$ cat config.mk
export PLATFORM = sky130hd
export DESIGN_NAME = keypad_code_check_flat
export DESIGN_NICKNAME = d
export VERILOG_FILES = /design/src/rtl/keypad_code_check_if.sv /design/src/rtl/keypad_code_check.sv /design/src/flat_wrapper.sv
export SDC_FILE = /design/constraint.sdc
export NUM_CORES = 1
export LEC_CHECK = 0
export CAP_MARGIN = 40
export CELL_PAD_IN_SITES_DETAIL_PLACEMENT = 1
export CELL_PAD_IN_SITES_GLOBAL_PLACEMENT = 1
export CORE_MARGIN = 1.5
export CORE_UTILIZATION = 45
export DETAILED_ROUTE_END_ITERATION = 16
export DONT_BUFFER_PORTS = 1
export PLACE_DENSITY = 0.85
export SLEW_MARGIN = 40
export SYNTH_ARGS = -nofsm -noshare
export SYNTH_HDL_FRONTEND = slang
export SYNTH_SLANG_ARGS = --single-unit
$ cat constraint.sdc
create_clock -name clk -period 3.6 [get_ports clk]
set_clock_uncertainty 0.1 [all_clocks]
set_input_delay 0.9 -clock clk [delete_from_list [all_inputs] [get_ports clk]]
set_output_delay 0.9 -clock clk [all_outputs]
set_load 0.01 [all_outputs]
$ cat src/rtl/keypad_code_check_if.sv
// Keypad code-check bus.
//   master : driven by the keypad scan/control side (key_in, clear, secret),
//            observes the checker status (digit_cnt, unlock, fail, timeout, locked)
//   slave  : the code checker itself
// Ports carried:
//   key_in    [2:0]            key code, nonzero = one key pulse this cycle
//   clear                      synchronous abort of the current entry
//   secret    [3*CODE_LEN-1:0] code, first digit in the top 3 bits
//   digit_cnt [CNT_W-1:0]      digits currently held
//   unlock / fail / timeout    1-cycle result pulses
//   locked                     lockout level
interface keypad_code_check_if #(
  parameter int CODE_LEN = 4
);
  localparam int CNT_W = $clog2(CODE_LEN + 1);

  logic [2:0]            key_in;
  logic                  clear;
  logic [3*CODE_LEN-1:0] secret;
  logic [CNT_W-1:0]      digit_cnt;
  logic                  unlock;
  logic                  fail;
  logic                  timeout;
  logic                  locked;

  modport master (
    output key_in,
    output clear,
    output secret,
    input  digit_cnt,
    input  unlock,
    input  fail,
    input  timeout,
    input  locked
  );

  modport slave (
    input  key_in,
    input  clear,
    input  secret,
    output digit_cnt,
    output unlock,
    output fail,
    output timeout,
    output locked
  );
endinterface

$ cat src/rtl/keypad_code_check.sv
// Keypad code checker.
// Assembles single-cycle key pulses into a CODE_LEN-digit entry (3 bits per
// digit, first key in the top slot), compares the completed entry against
// the secret and reports the result as registered pulses. MAX_FAILS
// consecutive mismatches force a LOCKOUT-cycle lockout during which keys and
// clear are ignored. Inactivity of TIMEOUT cycles mid-entry aborts the entry.
// Ports:
//   clk   system clock, rising edge
//   nrst  asynchronous active-low reset
//   bus   keypad_code_check_if.slave (key_in, clear, secret in;
//         digit_cnt, unlock, fail, timeout, locked out)
module keypad_code_check #(
  parameter int CODE_LEN  = 4,
  parameter int TIMEOUT   = 1000,
  parameter int MAX_FAILS = 3,
  parameter int LOCKOUT   = 5000
) (
  input  logic               clk,
  input  logic               nrst,
  keypad_code_check_if.slave bus
);

  localparam int BUF_W = 3 * CODE_LEN;
  localparam int CNT_W = $clog2(CODE_LEN + 1);
  localparam int TMR_W = $clog2(TIMEOUT);
  localparam int FC_W  = $clog2(MAX_FAILS + 1);
  localparam int LK_W  = (LOCKOUT > 1) ? $clog2(LOCKOUT) : 1;

  typedef enum logic [1:0] {
    IDLE,
    ENTRY,
    CHECK,
    LOCK
  } state_t;

  state_t           state;
  logic [BUF_W-1:0] buffer;
  logic [CNT_W-1:0] digit_cnt;
  logic [TMR_W-1:0] timer;
  logic [FC_W-1:0]  fail_cnt;
  logic [LK_W-1:0]  lock_timer;
  logic             unlock_q;
  logic             fail_q;
  logic             timeout_q;
  logic             locked_q;

  logic             key_hit;
  logic [BUF_W-1:0] key_ext;
  logic [BUF_W-1:0] buf_shift;
  logic             last_digit;
  logic             last_fail;

  // Key zero-extended to buffer width; works for CODE_LEN=1 without a
  // zero-width slice.
  always_comb begin
    key_ext      = '0;
    key_ext[2:0] = bus.key_in;
  end

  assign key_hit    = (bus.key_in != 3'd0);
  assign buf_shift  = (buffer << 3) | key_ext;
  assign last_digit = (digit_cnt == CNT_W'(CODE_LEN - 1));
  assign last_fail  = ((fail_cnt + FC_W'(1)) == FC_W'(MAX_FAILS));

  always_ff @(posedge clk or negedge nrst) begin
    if (!nrst) begin
      state      <= IDLE;
      buffer     <= '0;
      digit_cnt  <= '0;
      timer      <= '0;
      fail_cnt   <= '0;
      lock_timer <= '0;
      unlock_q   <= 1'b0;
      fail_q     <= 1'b0;
      timeout_q  <= 1'b0;
      locked_q   <= 1'b0;
    end else begin
      unlock_q  <= 1'b0;
      fail_q    <= 1'b0;
      timeout_q <= 1'b0;

      case (state)
        IDLE: begin
          if (bus.clear) begin
            buffer    <= '0;
            digit_cnt <= '0;
            timer     <= '0;
          end else if (key_hit) begin
            buffer    <= key_ext;
            digit_cnt <= CNT_W'(1);
            timer     <= '0;
            state     <= (CODE_LEN == 1) ? CHECK : ENTRY;
          end
        end

        ENTRY: begin
          if (bus.clear) begin
            buffer    <= '0;
            digit_cnt <= '0;
            timer     <= '0;
            state     <= IDLE;
          end else if (key_hit) begin
            buffer    <= buf_shift;
            digit_cnt <= digit_cnt + CNT_W'(1);
            timer     <= '0;
            if (last_digit) begin
              state <= CHECK;
            end
          end else if (timer == TMR_W'(TIMEOUT - 1)) begin
            buffer    <= '0;
            digit_cnt <= '0;
            timer     <= '0;
            timeout_q <= 1'b1;
            state     <= IDLE;
          end else begin
            timer <= timer + TMR_W'(1);
          end
        end

        // Single evaluation cycle: key_in and clear are not looked at here.
        CHECK: begin
          buffer    <= '0;
          digit_cnt <= '0;
          timer     <= '0;
          if (buffer == bus.secret) begin
            unlock_q <= 1'b1;
            fail_cnt <= '0;
            state    <= IDLE;
          end else begin
            fail_q   <= 1'b1;
            fail_cnt <= fail_cnt + FC_W'(1);
            if (last_fail) begin
              locked_q   <= 1'b1;
              lock_timer <= '0;
              state      <= LOCK;
            end else begin
              state <= IDLE;
            end
          end
        end

        LOCK: begin
          if (lock_timer == LK_W'(LOCKOUT - 1)) begin
            locked_q   <= 1'b0;
            fail_cnt   <= '0;
            lock_timer <= '0;
            state      <= IDLE;
          end else begin
            lock_timer <= lock_timer + LK_W'(1);
          end
        end

        default: state <= IDLE;
      endcase
    end
  end

  assign bus.digit_cnt = digit_cnt;
  assign bus.unlock    = unlock_q;
  assign bus.fail      = fail_q;
  assign bus.timeout   = timeout_q;
  assign bus.locked    = locked_q;

endmodule

$ cat src/flat_wrapper.sv
// flat-port wrapper written by rule: the top's interface ports become plain ports
module keypad_code_check_flat 
#(
  parameter int CODE_LEN  = 4,
  parameter int TIMEOUT   = 1000,
  parameter int MAX_FAILS = 3,
  parameter int LOCKOUT   = 5000
)
  (clk, nrst, bus_key_in, bus_clear, bus_secret, bus_digit_cnt, bus_unlock, bus_fail, bus_timeout, bus_locked);
  keypad_code_check_if #(.CODE_LEN(CODE_LEN)) bus_i ();
  input  logic clk;
  input  logic nrst;
  input wire logic [$bits(bus_i.key_in)-1:0] bus_key_in;
  input wire logic [$bits(bus_i.clear)-1:0] bus_clear;
  input wire logic [$bits(bus_i.secret)-1:0] bus_secret;
  output wire logic [$bits(bus_i.digit_cnt)-1:0] bus_digit_cnt;
  output wire logic [$bits(bus_i.unlock)-1:0] bus_unlock;
  output wire logic [$bits(bus_i.fail)-1:0] bus_fail;
  output wire logic [$bits(bus_i.timeout)-1:0] bus_timeout;
  output wire logic [$bits(bus_i.locked)-1:0] bus_locked;
  assign bus_i.key_in = bus_key_in;
  assign bus_i.clear = bus_clear;
  assign bus_i.secret = bus_secret;
  assign bus_digit_cnt = bus_i.digit_cnt;
  assign bus_unlock = bus_i.unlock;
  assign bus_fail = bus_i.fail;
  assign bus_timeout = bus_i.timeout;
  assign bus_locked = bus_i.locked;
  keypad_code_check #(.CODE_LEN(CODE_LEN), .TIMEOUT(TIMEOUT), .MAX_FAILS(MAX_FAILS), .LOCKOUT(LOCKOUT)) u_core (.clk(clk), .nrst(nrst), .bus(bus_i));
endmodule
==> results.py <==
metrics = {
    "drt": {
        "drc": 0,
        "drtIter0Drc": 126,
        "via_per_inst": 5.78,
        "antenna_left": 0,
        "routed_wl_um": 5660,
        "dr.pass1.iters": 4,
        "dr_total_vias": 1965,
        "routedWlPerCell_um": 16.6,
    },
    "timing": {
        "slew_headroom_pct": 62.0,
        "setup_violations": 0,
        "hold_violations": 0,
        "period_share_pct": 66.8,
        "fmax_ghz": 0.416,
        "rsz0062_at_grt": "no",
        "tightest_slew_ns": 0.569,
        "slew_violations": 0,
        "setup_tns_ns": 0,
        "hold_ws_ns": 0.178,
        "fin_crit_ns": 2.41,
    },
    "setup_path": {
        "required_ns": 3.70,
        "critPathLaunchType": "input pin",
        "critPathKind": "input pin to register",
        "endpoint_kind": "register",
        "slowest_stage": "o311a_1",
        "worstPathMaxFanout": 15,
        "path_cells": "xnor2_1 -> nand4_1 -> o311a_1 -> o21a_1 -> mux2_2",
        "cp_slowest_stage_delay_ns": 0.56,
        "cp.arrival_ns": 2.50,
    },
    "logic_synthesis": {
        "synth.area.top_cells": "dfrtp_1 (46%), nand2_1 (6.3%), ha_1 (5.5%)",
        "syn_nets": 294,
        "synthTopCellsByCount": "dfrtp_1 (46), nand2_1 (42), o21ai_0 (23), nor2_1 (16), xnor2_1 (12)",
        "synthDominantCellAreaShare_pct": 45.8,
        "yosysMostFrequentCell": "dfrtp_1",
        "seq_area_frac_synth_pct": 45.8,
        "yosysUniqueCellTypes": 46,
        "ys.flop_type": "dfrtp_1",
        "ys_warn_count": 0,
        "synth_cells": 265,
        "ys_ff_latch": 46,
        "yosysTopAreaCell": "dfrtp_1",
        "synth-edff-count": 0,
        "synth_area_um2": 2510,
        "avgSynthCellArea_um2": 9.49,
        "async_flop_share_pct": 100,
    },
    "grt": {
        "grt_pass1_vias": 2051,
        "grt-ovfl-total": 0,
        "track_usage_pct": 21.2,
        "met2_usage_pct": 35.0,
        "met1_usage_pct": 27.2,
        "grt_max_degree": 47,
        "grt_util_met3_pct": 5.76,
        "antenna_found_initial": 0,
        "grt_first_pass_wirelength_um": 9960,
        "top_usage_layer": "met2",
    },
    "die": {
        "die_x_um": 77.7,
        "num_rows": 27,
        "start_util_pct": 46.2,
        "coreArea_um2": 5440,
        "die_y_um": 77.7,
        "dieArea_um2": 6040,
        "ioPinCount": 25,
    },
    "clock_tree": {
        "cts_root_buffer": "clkbuf_8",
        "postCtsSetupBuffers": 0,
        "cts_tree": "built",
        "cts_max_path_buffers": 2,
        "clkSinkCount": 46,
        "htreeDepth": 2,
        "clk_latency_ns": 0.31,
        "numCtsBuffers": 5,
        "cts.hold.buffers_added": 0,
        "cts_resized": 0,
        "clk_pin_slew_ns": 0.09,
    },
    "placed_design": {
        "hpwl_um": 4080,
        "port_buffers": 0,
        "gp_congestion": 0.787,
        "place_area_um2": 2580,
    },
    "layout": {
        "final_net_count": 296,
        "syn_to_final_growth_pct": 6.32,
        "regArea_um2": 1150,
        "n_fill_cell": 626,
        "drive_gt1_share_pct": 6.72,
        "insertedDiodeCount": 0,
        "stdcell_area_um2": 2670,
        "multiInputGateArea_um2": 1290,
    },
    "pwr": {
        "p_sw_share_pct": 35.5,
        "power.density_nw_per_um2": 510,
        "p_int_mw": 0.878,
        "p_seq_share_pct": 47.2,
        "p_comb_share_pct": 28.4,
        "p_leak_nw": 1.14,
        "switching_power_mw": 0.484,
        "irDropWorstVdd_mv": 0.269,
        "pwr-share-clk_pct": 24.4,
    },
    "worst_hold_path": {
        "hold_class": "input pin to asynchronous set/reset pin",
    },
    "run_status": {
        "status": "completed",
    },
    "flow_run": {
        "maxCapViolations": 0,
    },
}
sequential cells by signal, summed over array words and instances (netlist names):
| signal | count |
|---|---|
| u_core.timer | 10 |
| u_core.buffer | 12 |
| u_core.bus.fail | 1 |
| u_core.bus.locked | 1 |
| u_core.state | 2 |
| u_core.lock_timer | 13 |
| u_core.bus.unlock | 1 |
| u_core.bus.digit_cnt | 3 |
| u_core.bus.timeout | 1 |
| u_core.fail_cnt | 2 |
cell usage in the layout (no fill, tap or decap), drive strengths merged, types with 2 or more instances in the layout:
cell type and count:
dfrtp 46, nand2 42, o21ai 25, nor2 17
xnor2 12, a22o 11, ha 11, inv 11
nor3 11, nand3 10, nand4 8, clkbuf 7
o2bb2ai 6, o22ai 5, nand2b 4, and3 4
mux2i 4, and2 3, nor2b 3, a21oi 3
o31ai 3, xor2 3, or3 3, o41ai 2
worst max-delay path, delay by kind of cell:
family	cells	cell delay, ns
compound gates	2	0.97
xor+xnor	1	0.16
mux	1	0.32
simple gates	1	0.14
kinds of logic (layout without fill, tap and decap cells):
| logic type | after synthesis | count (layout) | synth area share, % |
|---|---|---|---|
| compound gates | 62 | 62 | 17.0 |
| xor+xnor | 15 | 15 | 5.23 |
| fa+ha+maj | 11 | 11 | 5.48 |
| buf+inv | 17 | 20 | 2.94 |
| flops | 46 | 46 | 45.8 |
| mux | 5 | 5 | 2.04 |
| simple gates | 109 | 109 | 21.6 |
metal layers:
layer	vias up	wire length, um
met5	-	0
li1	955	-
met3	7	183
met1	980	2590
met4	0	51
met2	23	2830
path summary, 6_finish.rpt:
path,from,endpoint,cells past startpoint,slack (ns)
setup / recovery,bus_secret[11],u_core.lock_timer[0],5,1.19
hold / removal,nrst,u_core.state[1],0,0.18
setup reg to reg,u_core.state[0],u_core.lock_timer[0],5,1.25
hold reg to reg,u_core.fail_cnt[0],u_core.fail_cnt[0],1,0.41
max in group asynchronous,nrst,u_core.timer[8],0,3.12
min in group clk,u_core.fail_cnt[0],u_core.fail_cnt[0],1,0.41
layout make-up:
class / count / area share, %
clock inverter: 1 / 0.187
timing repair buffer: 1 / 0.281
multi-input combinational: 202 / 48.3
inverter: 11 / 1.54
sequential: 46 / 43.1
clock buffer: 7 / 3.23
tap: 72 / 3.37
stage by stage:
step | std cells | util [%] | setup WS [ns] | total power [mW]
final | 340 | 49.1 | 1.19 | 1.36
after global routing | 340 | 49.1 | 1.06 | 1.46
after detailed placement | 332 | 47.4 | 0.881 | 1.04
after global placement | 332 | 47.4 | 0.918 | 1.01
after CTS | 340 | 49.1 | 1.21 | 1.38
after floorplan | 265 | - | 1.27 | 0.941
power groups by stage:
| stage | Sequential [mW] | Clock, mW | Combinational (mW) |
|---|---|---|---|
| after global routing | 0.652 | 0.365 | 0.445 |
| after detailed placement | 0.654 | 0 | 0.384 |
| final | 0.643 | 0.333 | 0.387 |
| after global placement | 0.650 | 0 | 0.359 |
| after floorplan | 0.636 | 0 | 0.304 |
| after CTS | 0.644 | 0.346 | 0.388 |
(Power assumes the default switching activity.)
